**src/rtl/dmem_access_ctrl.sv**
```systemverilog
// MEM-stage data memory responder: req/ack handshake, store lane steering,
// load extraction/extension, pipeline stall and bus timeout.
module dmem_access_ctrl #(
  parameter int unsigned TIMEOUT_CYC = 255,
  parameter int unsigned CNT_W       = 8
) (
  input  logic        clk,
  input  logic        rst_n,
  input  logic        memread_ex_mem,
  input  logic        memwrite_ex_mem,
  input  logic [31:0] addr_ex_mem,
  input  logic [31:0] wdata_ex_mem,
  input  logic [1:0]  size_ex_mem,
  input  logic        unsigned_ex_mem,
  input  logic        flush,
  output logic        mem_req,
  output logic        mem_we,
  output logic [29:0] mem_addr,
  output logic [31:0] mem_wdata,
  output logic [3:0]  mem_be,
  input  logic        mem_ack,
  input  logic [31:0] mem_rdata,
  output logic [31:0] rdata_out,
  output logic        stall_mem,
  output logic        misalign,
  output logic        timeout_err
);

  typedef enum logic [1:0] {IDLE, BUSY, DONE} state_t;

  localparam logic [CNT_W-1:0] TO_LAST = CNT_W'(TIMEOUT_CYC - 1);

  state_t           state;
  logic [CNT_W-1:0] cnt;
  logic [1:0]       size_q;
  logic [1:0]       off_q;
  logic             uns_q;
  logic             flush_seen;

  logic             acc_v;
  logic             acc_ok;
  logic             start;
  logic             timeout_hit;
  logic [3:0]       be_n;
  logic [31:0]      wdata_n;
  logic [7:0]       lane8;
  logic [15:0]      lane16;
  logic [31:0]      load_fmt;

  assign acc_v = memread_ex_mem ^ memwrite_ex_mem;

  always_comb begin
    acc_ok = 1'b0;
    case (size_ex_mem)
      2'b00:   acc_ok = 1'b1;
      2'b01:   acc_ok = ~addr_ex_mem[0];
      2'b10:   acc_ok = (addr_ex_mem[1:0] == 2'b00);
      default: acc_ok = 1'b0;
    endcase
  end

  assign start     = (state == IDLE) && acc_v && acc_ok && !flush;
  assign stall_mem = rst_n && (start || (state == BUSY));
  assign misalign  = rst_n && (state == IDLE) && !flush &&
                     ((acc_v && !acc_ok) || (memread_ex_mem && memwrite_ex_mem));

  assign timeout_hit = (TIMEOUT_CYC != 0) && (cnt == TO_LAST);

  always_comb begin
    be_n    = 4'b1111;
    wdata_n = wdata_ex_mem;
    case (size_ex_mem)
      2'b00: begin
        be_n    = 4'b0001 << addr_ex_mem[1:0];
        wdata_n = {4{wdata_ex_mem[7:0]}};
      end
      2'b01: begin
        be_n    = addr_ex_mem[1] ? 4'b1100 : 4'b0011;
        wdata_n = {2{wdata_ex_mem[15:0]}};
      end
      default: begin
        be_n    = 4'b1111;
        wdata_n = wdata_ex_mem;
      end
    endcase
    if (!memwrite_ex_mem) wdata_n = '0;
  end

  always_comb begin
    lane8    = mem_rdata[{off_q, 3'b000} +: 8];
    lane16   = mem_rdata[{off_q[1], 4'b0000} +: 16];
    load_fmt = mem_rdata;
    case (size_q)
      2'b00:   load_fmt = {{24{~uns_q & lane8[7]}}, lane8};
      2'b01:   load_fmt = {{16{~uns_q & lane16[15]}}, lane16};
      default: load_fmt = mem_rdata;
    endcase
  end

  always_ff @(posedge clk) begin
    if (!rst_n) begin
      state       <= IDLE;
      cnt         <= '0;
      size_q      <= '0;
      off_q       <= '0;
      uns_q       <= 1'b0;
      flush_seen  <= 1'b0;
      mem_req     <= 1'b0;
      mem_we      <= 1'b0;
      mem_addr    <= '0;
      mem_wdata   <= '0;
      mem_be      <= '0;
      rdata_out   <= '0;
      timeout_err <= 1'b0;
    end else begin
      timeout_err <= 1'b0;
      case (state)
        IDLE: begin
          if (start) begin
            state      <= BUSY;
            mem_req    <= 1'b1;
            mem_we     <= memwrite_ex_mem;
            mem_addr   <= addr_ex_mem[31:2];
            mem_be     <= be_n;
            mem_wdata  <= wdata_n;
            size_q     <= size_ex_mem;
            uns_q      <= unsigned_ex_mem;
            off_q      <= addr_ex_mem[1:0];
            cnt        <= '0;
            flush_seen <= 1'b0;
          end
        end
        BUSY: begin
          if (flush) flush_seen <= 1'b1;
          if (mem_ack) begin
            mem_req <= 1'b0;
            state   <= DONE;
            // a flush arriving in the ack cycle also discards the load result
            if (!mem_we && !flush_seen && !flush) rdata_out <= load_fmt;
          end else if (timeout_hit) begin
            mem_req     <= 1'b0;
            timeout_err <= 1'b1;
            state       <= DONE;
            if (!mem_we) rdata_out <= '0;
          end else begin
            cnt <= cnt + 1'b1;
          end
        end
        DONE: begin
          state      <= IDLE;
          flush_seen <= 1'b0;
          cnt        <= '0;
        end
        default: state <= IDLE;
      endcase
    end
  end

endmodule

```
**config.mk**
```make
export PLATFORM = sky130hd
export DESIGN_NAME = dmem_access_ctrl
export DESIGN_NICKNAME = d
export VERILOG_FILES = /design/src/rtl/dmem_access_ctrl.sv
export SDC_FILE = /design/constraint.sdc
export NUM_CORES = 1
export LEC_CHECK = 0
export CAP_MARGIN = 25
export CORE_AREA = 3 3 141 143
export DETAILED_ROUTE_END_ITERATION = 7
export DIE_AREA = 0 0 144 146
export GPL_ROUTABILITY_DRIVEN = 0
export SLEW_MARGIN = 20
export SYNTH_ARGS = -nofsm -noshare
export SYNTH_HDL_FRONTEND = slang
export SYNTH_SLANG_ARGS = --single-unit
export TNS_END_PERCENT = 1
```
**constraint.sdc**
```tcl
create_clock -name clk -period 4.5 [get_ports clk]
set_input_delay 0.9 -clock clk [delete_from_list [all_inputs] [get_ports clk]]
set_output_delay 0.9 -clock clk [all_outputs]
set_load 0.02 [all_outputs]
```
==> results of run 1 <==
==> sequential cells by signal, indices dropped and copies added (netlist names) <==
register and flops:
mem_addr 30, mem_req 1, off_q 2, rdata_out 32
state 2, mem_be 4, uns_q 1, timeout_err 1
flush_seen 1, size_q 2, cnt 8, mem_we 1
mem_wdata 32
==> metal layers <==
layer	wire, um	global-route usage [%]	vias to the layer above	part of all wire [%]
li1	-	-	2563	-
met1	7890	21.7	2384	45
met2	8120	25.8	153	46
met3	1230	5.65	30	6.9
met4	402	6.17	2	2.3
met5	12	0	-	0.068
==> area by class of cell <==
cell class | instances | area share (%)
Tap cell | 234 | 3.62
Timing Repair Buffer | 218 | 26.8
Clock buffer | 20 | 5.53
Inverter | 11 | 0.511
Sequential cell | 117 | 29.0
Multi-Input combinational cell | 423 | 32.6
Clock inverter | 12 | 1.90
==> layout by cell type (no fill, tap or decap), drive strengths merged, types with 3 or more instances in the layout <==
master / netlist / routed
nand2: 84 / 84
mux2i: 32 / 32
o21ai: 22 / 22
a22o: 17 / 17
a211oi: 3 / 3
bufinv: 0 / 3
nor2: 27 / 27
clkdlybuf4s50: 0 / 207
a32o: 5 / 5
ha: 3 / 3
a21o: 16 / 16
clkbuf: 23 / 20
nand2b: 8 / 8
o2bb2ai: 10 / 10
and3b: 8 / 8
or3: 7 / 7
dfxtp: 117 / 117
a21oi: 71 / 71
nor3: 6 / 6
buf: 26 / 11
inv: 11 / 12
nand3: 37 / 37
clkinvlp: 0 / 3
o31ai: 24 / 24
a211o: 7 / 7
clkinv: 0 / 5
a311oi: 4 / 4
==> worst max-delay path by stage <==
stage                        start         to
floorplan           memread_ex_mem  stall_mem
global placement    addr_ex_mem[1]  stall_mem
detailed placement  addr_ex_mem[1]  stall_mem
CTS                 addr_ex_mem[1]  stall_mem
global route        addr_ex_mem[1]  stall_mem
finish              addr_ex_mem[1]  stall_mem
==> metrics by stage <==
| stage | area, um2 | total power (uW) | hold slack (ps) | setup slack, ps | util, % |
|---|---|---|---|---|---|
| after floorplan | 5240 | 1280 | 438 | 1480 | - |
| after global placement | 7470 | 1480 | 439 | 473 | 40.0 |
| after detailed placement | 7470 | 1480 | 446 | 466 | 40.0 |
| after CTS | 8070 | 2890 | 453 | 462 | 43.2 |
| after global routing | 8080 | 2960 | 474 | 283 | 43.2 |
| final | 8080 | 2850 | 450 | 438 | 43.2 |
==> worst min-delay path, cell delays in order (launching register included) <==
cell	delay, ps
dfxtp_1	310
nand2_1	50
a21oi_1	50
==> cell families (layout without fill, tap and decap cells) <==
family,after synthesis,in the layout,share of synthesized area (%)
AOI/OAI and AO/OA,194,194,25.0
and+or+nand+nor,191,191,17.6
adders and majority gates,3,3,0.716
DFF,117,117,44.7
muxes,33,33,6.54
buffers and inverters,60,261,5.13
xor gates and xnor gates,2,2,0.334
==> power breakdown <==
group	leakage, uW	internal [uW]	switching (uW)
clock	0.000286	885	511
combinational	0.00163	185	190
sequential	0.000947	1060	19.8
==> synth_stat cells (3+ instances only) <==
| library cell | number |
|---|---|
| or3_1 | 7 |
| a211oi_1 | 3 |
| nand2_1 | 84 |
| o2bb2ai_1 | 10 |
| inv_1 | 10 |
| a211o_1 | 7 |
| o31ai_1 | 24 |
| a32o_1 | 5 |
| ha_1 | 3 |
| a311oi_1 | 4 |
| a22o_1 | 17 |
| nand2b_1 | 8 |
| and3b_1 | 8 |
| o21ai_0 | 21 |
| buf_2 | 23 |
| nand3_1 | 37 |
| clkbuf_1 | 23 |
| nor3_1 | 5 |
| a21oi_1 | 69 |
| a21o_1 | 16 |
| mux2i_1 | 32 |
| nor2_1 | 26 |
| dfxtp_1 | 117 |
==> metrics.md, run 1 <==
| Metric | Value |
|---|---|
| 1st-iter DRT viols | `248` |
| Worst vdd ir | `0.261 mV` |
| Worst Min Path Start | `mem_wdata[1]$_SDFFE_PN0P_` |
| Core area | `18,700 um2` |
| Critical Path Start Type | `input pin` |
| Share of cells above drive strength 1 | `6.62%` |
| Max Buffers Root-to-Sink | `2` |
| Final Hold Viols | `0` |
| Number of synthesized register bits | `117` |
| GRT Overall Usage | `16.8%` |
| Vias per std cell | `4.96` |
| Post-synth top area share | `44.7%` |
| DIE AREA | `21,000 um2` |
| Total number of vias | `5,132` |
| DRT Pass-1 Iters | `5` |
| DRC violations left | `0` |
| Clock Skew | `12.4 ps` |
| # diodes | `0` |
| TNS Setup | `0 ps` |
| Area contributors post-synth | `dfxtp_1, a21oi_1, mux2i_1, nand2_1, nand3_1` |
| Slowest cell on the critical path | `clkdlybuf4s50_1` |
| Synth cell types | `55` |
| Area of the multi-input gates | `2640 um2` |
| Final net count | `896` |
| FF+latch area | `2340 um2` |
| Worst Path Buf+Inv | `2` |
| Antenna violation net count after detailed routing | `0` |
| Leak | `0.00286 uW` |
| CTS Root Buffer Type | `clkbuf_16` |
| Path type of the worst min-delay path | `register to register` |
| Finish-stage setup viols | `0` |
| Minimum clock period | `4060 ps` |
| Post-Synthesis Cells | `600` |
| R2R Path Start | `off_q[1]$_SDFFE_PN0P_` |
| Skew-Pair Late Insertion Delay | `420 ps` |
| Hold buffers post-CTS | `0` |
| Ports | `208` |
| Chip height | `146 um` |
| Critical Path Max Stage Delay | `680 ps` |
| Syn Area/Cell | `8.73 um2` |
| Length in cells of the worst reg-to-reg path | `4` |
| Hpwl dp | `12,500 um` |
| Main synth FF type | `dfxtp_1` |
| Reg-to-reg setup timing slack | `2180 ps` |
| Die width | `144 um` |
| Post-synth net total | `708` |
| Clock sink total | `117` |
| Worst Max-Slew Pin Slew | `1020 ps` |
| Worst path arrival time | `3160 ps` |
| CP top delay family | `buffers and inverters` |
| Cell taking the most area after synthesis | `dfxtp_1` |
| Inst Count DP | `1,002` |
| IO Port Bufs | `207` |
| Initial core utilization | `28.0%` |
| Largest net degree at the start of global routing | `71` |
| Total gr overflow | `0` |
| Ys Warns | `0` |
| Synth async-reset ratio | `0%` |
| Antenna violations before repair | `1` |
| Critical Path Most Common Cell | `clkdlybuf4s50_1` |
| Post-Layout Cell Count | `1,035` |
| Headroom to the max-slew limit | `31.9%` |
| Register area share after synthesis | `44.7%` |
| Cell area power density | `353 nW/um2` |
| FP Rows | `50` |
| Setup CP Type | `input pin to primary output` |
| Worst Hold Depth | `2` |
| Drt wl/cell | `17.1 um` |
| CP Depth | `5` |
| R2R Path End | `rdata_out[13]$_SDFFE_PN0P_` |
| Period utilisation layout | `90.3%` |
| EDFF count, synth | `0` |
| F_max | `246 MHz` |
| Vias in the first global route | `5,027` |
| Synthesized area | `5240 um2` |
| Crit-path cells | `clkdlybuf4s50_1 -> nor3_2 -> o21ai_0 -> a211oi_1 -> clkdlybuf4s50_1` |
| CTS tree | `done` |
| Max Slew Vio Count | `0` |
| Critical Path End Type | `primary output` |
| Clock slew at reported path FFs | `60 ps` |
| CTS H-tree lvls | `4` |
| # Post-CTS Setup Buffers | `0` |
| Min-Delay Endpoint | `mem_wdata[1]$_SDFFE_PN0P_` |
| First-pass GRT wire length | `28,000 um` |
| RSZ-0062 raised after global routing | `no` |
| Total wire length | `17,700 um` |
| Layout area overhead | `54.2%` |
| # resized after CTS | `0` |
| Worst EP required | `3600 ps` |
| Critical-path maximum fanout | `6` |
| Max Cap Viol | `0` |
| # fillers | `1,839` |
| Status | `complete, no violations` |
| Inserted Clock Buffers | `17` |
Note: power is estimated with default switching activity, not from simulation.
==> run 2: changes to the inputs <==
Clock period 4.5 ns to 4.8 ns, I/O delays scaled along.
==> run 2 against run 1 <==
  * Routed wire length fell by 0.22%
  * Global-route usage barely moved
  * First-iteration DRC count rose by 23%
==> metrics.md, run 2 (synthesis gave the netlist of run 1 again) <==
| Metric | Value |
|---|---|
| Status | `complete, no violations` |
| Layout area overhead | `54.2% (about the same)` |
| Top Registers | `mem_wdata: 32 flops, rdata_out: 32 flops, mem_addr: 30 flops` |
| First-pass GRT wire length | `28,000 um (unchanged)` |
| Vias in the first global route | `5,012 (-0.30%)` |
| Final net count | `895 (-0.11%)` |
| Max Cap Viol | `0 (unchanged)` |
| Int Pwr | `1990 uW (-6.7%)` |
| Core area | `18,700 um2 (unchanged)` |
| Inserted Clock Buffers | `17 (unchanged)` |
| IO Port Bufs | `207 (unchanged)` |
| Total gr overflow | `0 (unchanged)` |
| Vias per std cell | `4.90 (-1.2%)` |
| Fin area | `8080 um2 (about the same)` |
| RSZ-0062 raised after global routing | `no` |
| Hold buffers post-CTS | `0 (unchanged)` |
| # Post-CTS Setup Buffers | `0 (unchanged)` |
| Commonest non-fill, non-tap cell in the layout | `clkdlybuf4s50_1` |
| Inst Count DP | `1,001 (-0.10%)` |
| Final Hold Viols | `0 (unchanged)` |
| Initial core utilization | `28.0% (unchanged)` |
| Minimum clock period | `4220 ps` |
| Share of cells above drive strength 1 | `6.63% (+0.0083 points)` |
| Antenna violation net count after detailed routing | `0 (unchanged)` |
| Hpwl dp | `12,400 um (-0.43%)` |
| Max Buffers Root-to-Sink | `2 (unchanged)` |
| Net Switching | `686 uW (-4.8%)` |
| Dpl ws | `587 ps (+121 ps)` |
| # fillers | `1,844 (+0.27%)` |
| Slowest cell on the critical path | `clkdlybuf4s50_1` |
| Skew-Pair Late Insertion Delay | `410 ps (about the same)` |
| Drt wl/cell | `17.0 um (-0.12%)` |
| Chip height | `146 um (unchanged)` |
| DRT Pass-1 Iters | `4 (-1)` |
| Sw frac | `25.6% (+0.39 points)` |
| Path type of the worst min-delay path | `register to register` |
| Worst vdd ir | `0.247 mV (-5.7%)` |
| Critical Path Max Stage Delay | `680 ps (about the same)` |
| Finish-stage setup viols | `0 (unchanged)` |
| Flop pwr share | `38.0% (about the same)` |
| CP top delay family | `buffers and inverters` |
| Worst Path Buf+Inv | `2 (unchanged)` |
| Cell area power density | `331 nW/um2 (-6.2%)` |
| Worst Max-Slew Pin Slew | `1000 ps (-14.9 ps)` |
| Largest net degree at the start of global routing | `90 (+27%)` |
| Worst path arrival time | `3260 ps (+100 ps)` |
| Antenna violations before repair | `0 (-1)` |
| Period utilisation layout | `87.9%` |
| Headroom to the max-slew limit | `32.9% (+1.0 points)` |
| Total wire length | `17,600 um (-0.22%)` |
| Setup CP Type | `input pin to primary output` |
| GRT Overall Usage | `16.8% (+0.017 points)` |
| Clock Skew | `11.1 ps (-1.26 ps)` |
| DRC violations left | `0 (unchanged)` |
| Worst setup margin | `581 ps (+143 ps)` |
| Die width | `144 um (unchanged)` |
| # diodes | `0 (unchanged)` |
| # resized after CTS | `0 (unchanged)` |
| DIE AREA | `21,000 um2 (unchanged)` |
| Max Slew Vio Count | `0 (unchanged)` |
| Critical Path End Type | `primary output` |
| CTS H-tree lvls | `4 (unchanged)` |
| Critical Path Start Type | `input pin` |
| Clock share of power | `49.0% (about the same)` |
| Leak | `0.00285 uW (-0.29%)` |
| Critical-path maximum fanout | `3 (-3)` |
| Worst EP required | `3840 ps (+240 ps)` |
| 1st-iter DRT viols | `304 (+23%)` |
| CTS tree | `done` |
| CTS Root Buffer Type | `clkbuf_16` |
| Gate power share | `13.1% (about the same)` |
| Commonest non-fill, non-tap cells in the layout | `clkdlybuf4s50_1, dfxtp_1, nand2_1` |
| FP Rows | `50 (unchanged)` |
| Total power | `2680 uW (-6.2%)` |
| TNS Setup | `0 ps (unchanged)` |
| Critical Path Most Common Cell | `clkdlybuf4s50_1` |
| Placed instance area | `7470 um2 (-0.10%)` |
| Post-Layout Cell Count | `1,034 (-0.097%)` |
| Ports | `208 (unchanged)` |
| Crit-path cells | `clkdlybuf4s50_1 -> ha_1 -> nor2b_1 -> o21ai_0 -> a211oi_1 -> clkdlybuf4s50_1` |
| Total number of vias | `5,067 (-1.3%)` |
| Clock slew at reported path FFs | `60 ps (about the same)` |
| Clock sink total | `117 (unchanged)` |
| F_max | `237 MHz` |
run 2: changes by cell type in the layout (fill, tap and decap cells not counted), sizes merged:
cell,delta
inv,+1
clkbuf,-2
buf,-1
clkinvlp,+1
run 2: final cells by class:
cell class                 count  area [um2]  share of cell area [%]
multi-input combinational    423        2640                    32.6
timing repair buffer         217        2160                    26.7
sequential                   117        2340                    29.0
clock buffer                  18         429                    5.31
inverter                      11        41.3                   0.511
tap                          234         293                    3.62
clock inverter                14         178                    2.20
run 2: power groups by stage:
| stage | Sequential (uW) | Clock [uW] | Combinational, uW |
|---|---|---|---|
| finish | 1020 | 1310 | 350 |
| global route | 1020 | 1380 | 381 |
| CTS | 1020 | 1350 | 351 |
| detailed placement | 1040 | 0 | 349 |
| global placement | 1040 | 0 | 350 |
| floorplan | 1060 | 0 | 140 |
run 2: worst paths after layout:
| path | from | end | slack [ps] | depth (start not counted) |
|---|---|---|---|---|
| min reg2reg | mem_wdata[0]$_SDFFE_PN0P_ | mem_wdata[0]$_SDFFE_PN0P_ | 450 | 2 |
| max | memwrite_ex_mem | stall_mem | 580 | 6 |
| min | mem_wdata[0]$_SDFFE_PN0P_ | mem_wdata[0]$_SDFFE_PN0P_ | 450 | 2 |
| max reg2reg | off_q[1]$_SDFFE_PN0P_ | rdata_out[9]$_SDFFE_PN0P_ | 2430 | 4 |
run 2: worst register-to-register path: cells and delay by family, from the launching register on:
family / cells / cell delay [ps]
multiplexers: 1 / 660
AO/OA/AOI/OAI: 3 / 690
flip-flops: 1 / 910
run 2: metrics by stage:
stage | hold WS (ps) | util (%)
2_1_floorplan | 438 | -
3_3_place_gp | 439 | 39.9
3_5_place_dp | 443 | 39.9
4_1_cts | 452 | 43.2
5_1_grt | 463 | 43.2
6_report | 451 | 43.2
run 2: metal layers:
metal | vias up | wire length, um | GRT usage (%)
met5 | - | 0 | 0
met4 | 0 | 213 | 4.52
met3 | 14 | 1210 | 5.42
met2 | 138 | 8200 | 26.0
met1 | 2359 | 7980 | 22.5
li1 | 2556 | - | -
==> run 3: changes to the inputs <==
Settings changed: CORE_AREA 3 3 141 143 to 4 4 142 144, DIE_AREA 0 0 144 146 to 0 0 146 148, RECOVER_POWER set to 50.
==> run 3 against run 2 <==
  * First-iteration DRC count decreased by 24%
  * Sequential power is essentially flat
  * Power grew 1.4%
  * Utilization about the same
  * Combinational power is 3% lower
  * Sequential share of layout area is essentially flat
  * Critical path type unchanged
  * The run now ends with max-capacitance violations, max-slew violations left
  * Critical path depth unchanged
  * Worst hold slack got worse by 4.9 ps
  * Flip-flop and latch count unchanged
==> metrics.md, run 3 (synthesis gave the netlist of run 1 again) <==
| Metric | Value |
|---|---|
| Path type of the worst min-delay path | `register to register` |
| Dpl ws | `524 ps (-63.1 ps)` |
| Worst path arrival time | `3280 ps (+20 ps)` |
| Total gr overflow | `0 (unchanged)` |
| CP endpoint | `stall_mem` |
| Clock sink total | `117 (unchanged)` |
| 1st-iter DRT viols | `230 (-24%)` |
| Largest net degree at the start of global routing | `90 (unchanged)` |
| Clock slew at reported path FFs | `60 ps (about the same)` |
| Clock Skew | `7.62 ps (-3.48 ps)` |
| Commonest non-fill, non-tap cells in the layout | `dfxtp_1, clkdlybuf4s50_1, dlygate4sd3_1` |
| Commonest non-fill, non-tap cell in the layout | `dfxtp_1` |
| DIE AREA | `21,600 um2 (+2.8%)` |
| Worst Max-Slew Pin Slew | `1720 ps (+712 ps)` |
| Skew-Pair Late Insertion Delay | `410 ps (about the same)` |
| Cell area power density | `336 nW/um2 (+1.4%)` |
| Core area | `18,700 um2 (unchanged)` |
| Setup CP Type | `input pin to primary output` |
| # fillers | `1,836 (-0.43%)` |
| Max Buffers Root-to-Sink | `2 (unchanged)` |
| Critical Path End Type | `primary output` |
| Vias per std cell | `4.89 (-0.14%)` |
| Minimum clock period | `4240 ps (+25.7 ps)` |
| Critical path launch point | `memwrite_ex_mem` |
| Top Registers | `mem_wdata: 32 flops, rdata_out: 32 flops, mem_addr: 30 flops` |
| Inserted Clock Buffers | `17 (unchanged)` |
| Share of cells above drive strength 1 | `6.62% (-0.0083 points)` |
| Worst Min Path Start | `mem_wdata[6]$_SDFFE_PN0P_` |
| DRC violations left | `0 (unchanged)` |
| GRT Overall Usage | `16.1% (-0.68 points)` |
| IO Port Bufs | `207 (unchanged)` |
| Hpwl dp | `12,600 um (+1.7%)` |
| Total number of vias | `5,065 (-0.039%)` |
| Worst vdd ir | `0.241 mV (-2.2%)` |
| Worst Hold Depth | `2 (unchanged)` |
| # Post-CTS Setup Buffers | `0 (unchanged)` |
| Vias in the first global route | `5,037 (+0.50%)` |
| Headroom to the max-slew limit | `-14.4% (-47 points)` |
| Worst setup margin | `555 ps (-25.7 ps)` |
| Length in cells of the worst reg-to-reg path | `5 (+1)` |
| Failing checks | `max-capacitance violations, max-slew violations` |
| Drt wl/cell | `17.1 um (+0.15%)` |
| Final Hold Viols | `0 (unchanged)` |
| Period utilisation layout | `88.4% (+0.54 points)` |
| Die width | `146 um (+1.4%)` |
| # resized after CTS | `0 (unchanged)` |
| Finish-stage setup viols | `0 (unchanged)` |
| CTS H-tree lvls | `4 (unchanged)` |
| Chip height | `148 um (+1.4%)` |
| Antenna violation net count after detailed routing | `0 (unchanged)` |
| Max Slew Vio Count | `90 (+90)` |
| Total power | `2710 uW (+1.4%)` |
| TNS Setup | `0 ps (unchanged)` |
| Status | `finished, violations left` |
| Hold buffers post-CTS | `0 (unchanged)` |
| R2R Path End | `mem_addr[29]$_SDFFE_PN0P_` |
| FP Rows | `50 (unchanged)` |
| Worst EP required | `3840 ps (about the same)` |
| # diodes | `0 (unchanged)` |
| Critical-path maximum fanout | `3 (unchanged)` |
| Reg-to-reg setup timing slack | `2170 ps (-260 ps)` |
| Total wire length | `17,700 um (+0.24%)` |
| R2R Path Start | `state[1]$_SDFFE_PN0P_` |
| Ports | `208 (unchanged)` |
| Layout area overhead | `54.3% (about the same)` |
| Max Cap Viol | `1 (+1)` |
| CTS tree | `done` |
| CTS Root Buffer Type | `clkbuf_16` |
| First-pass GRT wire length | `27,900 um (-0.37%)` |
| DRT Pass-1 Iters | `4 (unchanged)` |
| Leak | `0.00321 uW (+12%)` |
| Initial core utilization | `28.0% (unchanged)` |
| RSZ-0062 raised after global routing | `no` |
| Final net count | `896 (+0.11%)` |
| Antenna violations before repair | `0 (unchanged)` |
| F_max | `236 MHz (-0.61%)` |
| Critical Path Start Type | `input pin` |
-- run 3: final cells by class --
cell class / count / area [um2] / area share [%]
Clock buffer: 17 / 425 / 5.26
Clock inverter: 15 / 204 / 2.52
Inverter: 11 / 41.3 / 0.511
Multi-Input combinational cell: 423 / 2620 / 32.4
Sequential cell: 117 / 2340 / 29.0
Tap cell: 234 / 293 / 3.62
Timing Repair Buffer: 218 / 2160 / 26.7
-- run 3: how the worst min path moves through the flow --
stage,to
finish,mem_wdata[6]$_SDFFE_PN0P_
global route,mem_wdata[1]$_SDFFE_PN0P_
CTS,mem_wdata[6]$_SDFFE_PN0P_
detailed placement,mem_wdata[6]$_SDFFE_PN0P_
global placement,mem_wdata[7]$_SDFFE_PN0P_
floorplan,cnt[7]$_SDFFE_PN0P_
-- run 3: critical path, cell delays in order --
cell and delay [ps]:
dlygate4sd3_1 560, ha_1 350, nor2b_1 220, o21ai_0 160
a211oi_1 360, clkdlybuf4s50_1 670
-- run 3: routing by layer --
layer  vias to the layer above  share of wire, %  track usage [%]
met5                         -                 0                0
met4                         0               1.7             4.75
met3                        21               6.6             5.64
met2                       140                47             25.8
met1                      2349                45             20.6
li1                       2555                 -                -
-- run 3: through the flow --
step / util [%] / hold WS [ps] / cells / instance area (um2)
after floorplan: - / 438 / 600 / 5240
after global placement: 39.9 / 439 / 1001 / 7470
after detailed placement: 39.9 / 447 / 1001 / 7470
after CTS: 43.3 / 453 / 1033 / 8100
after global routing: 43.2 / 467 / 1035 / 8090
final: 43.2 / 446 / 1035 / 8090
-- run 3: power by group --
part	internal [uW]	total, uW	switching, uW
Combinational	163	339	176
Sequential	997	1010	17.4
Clock	872	1360	489
Total	2030	2710	682
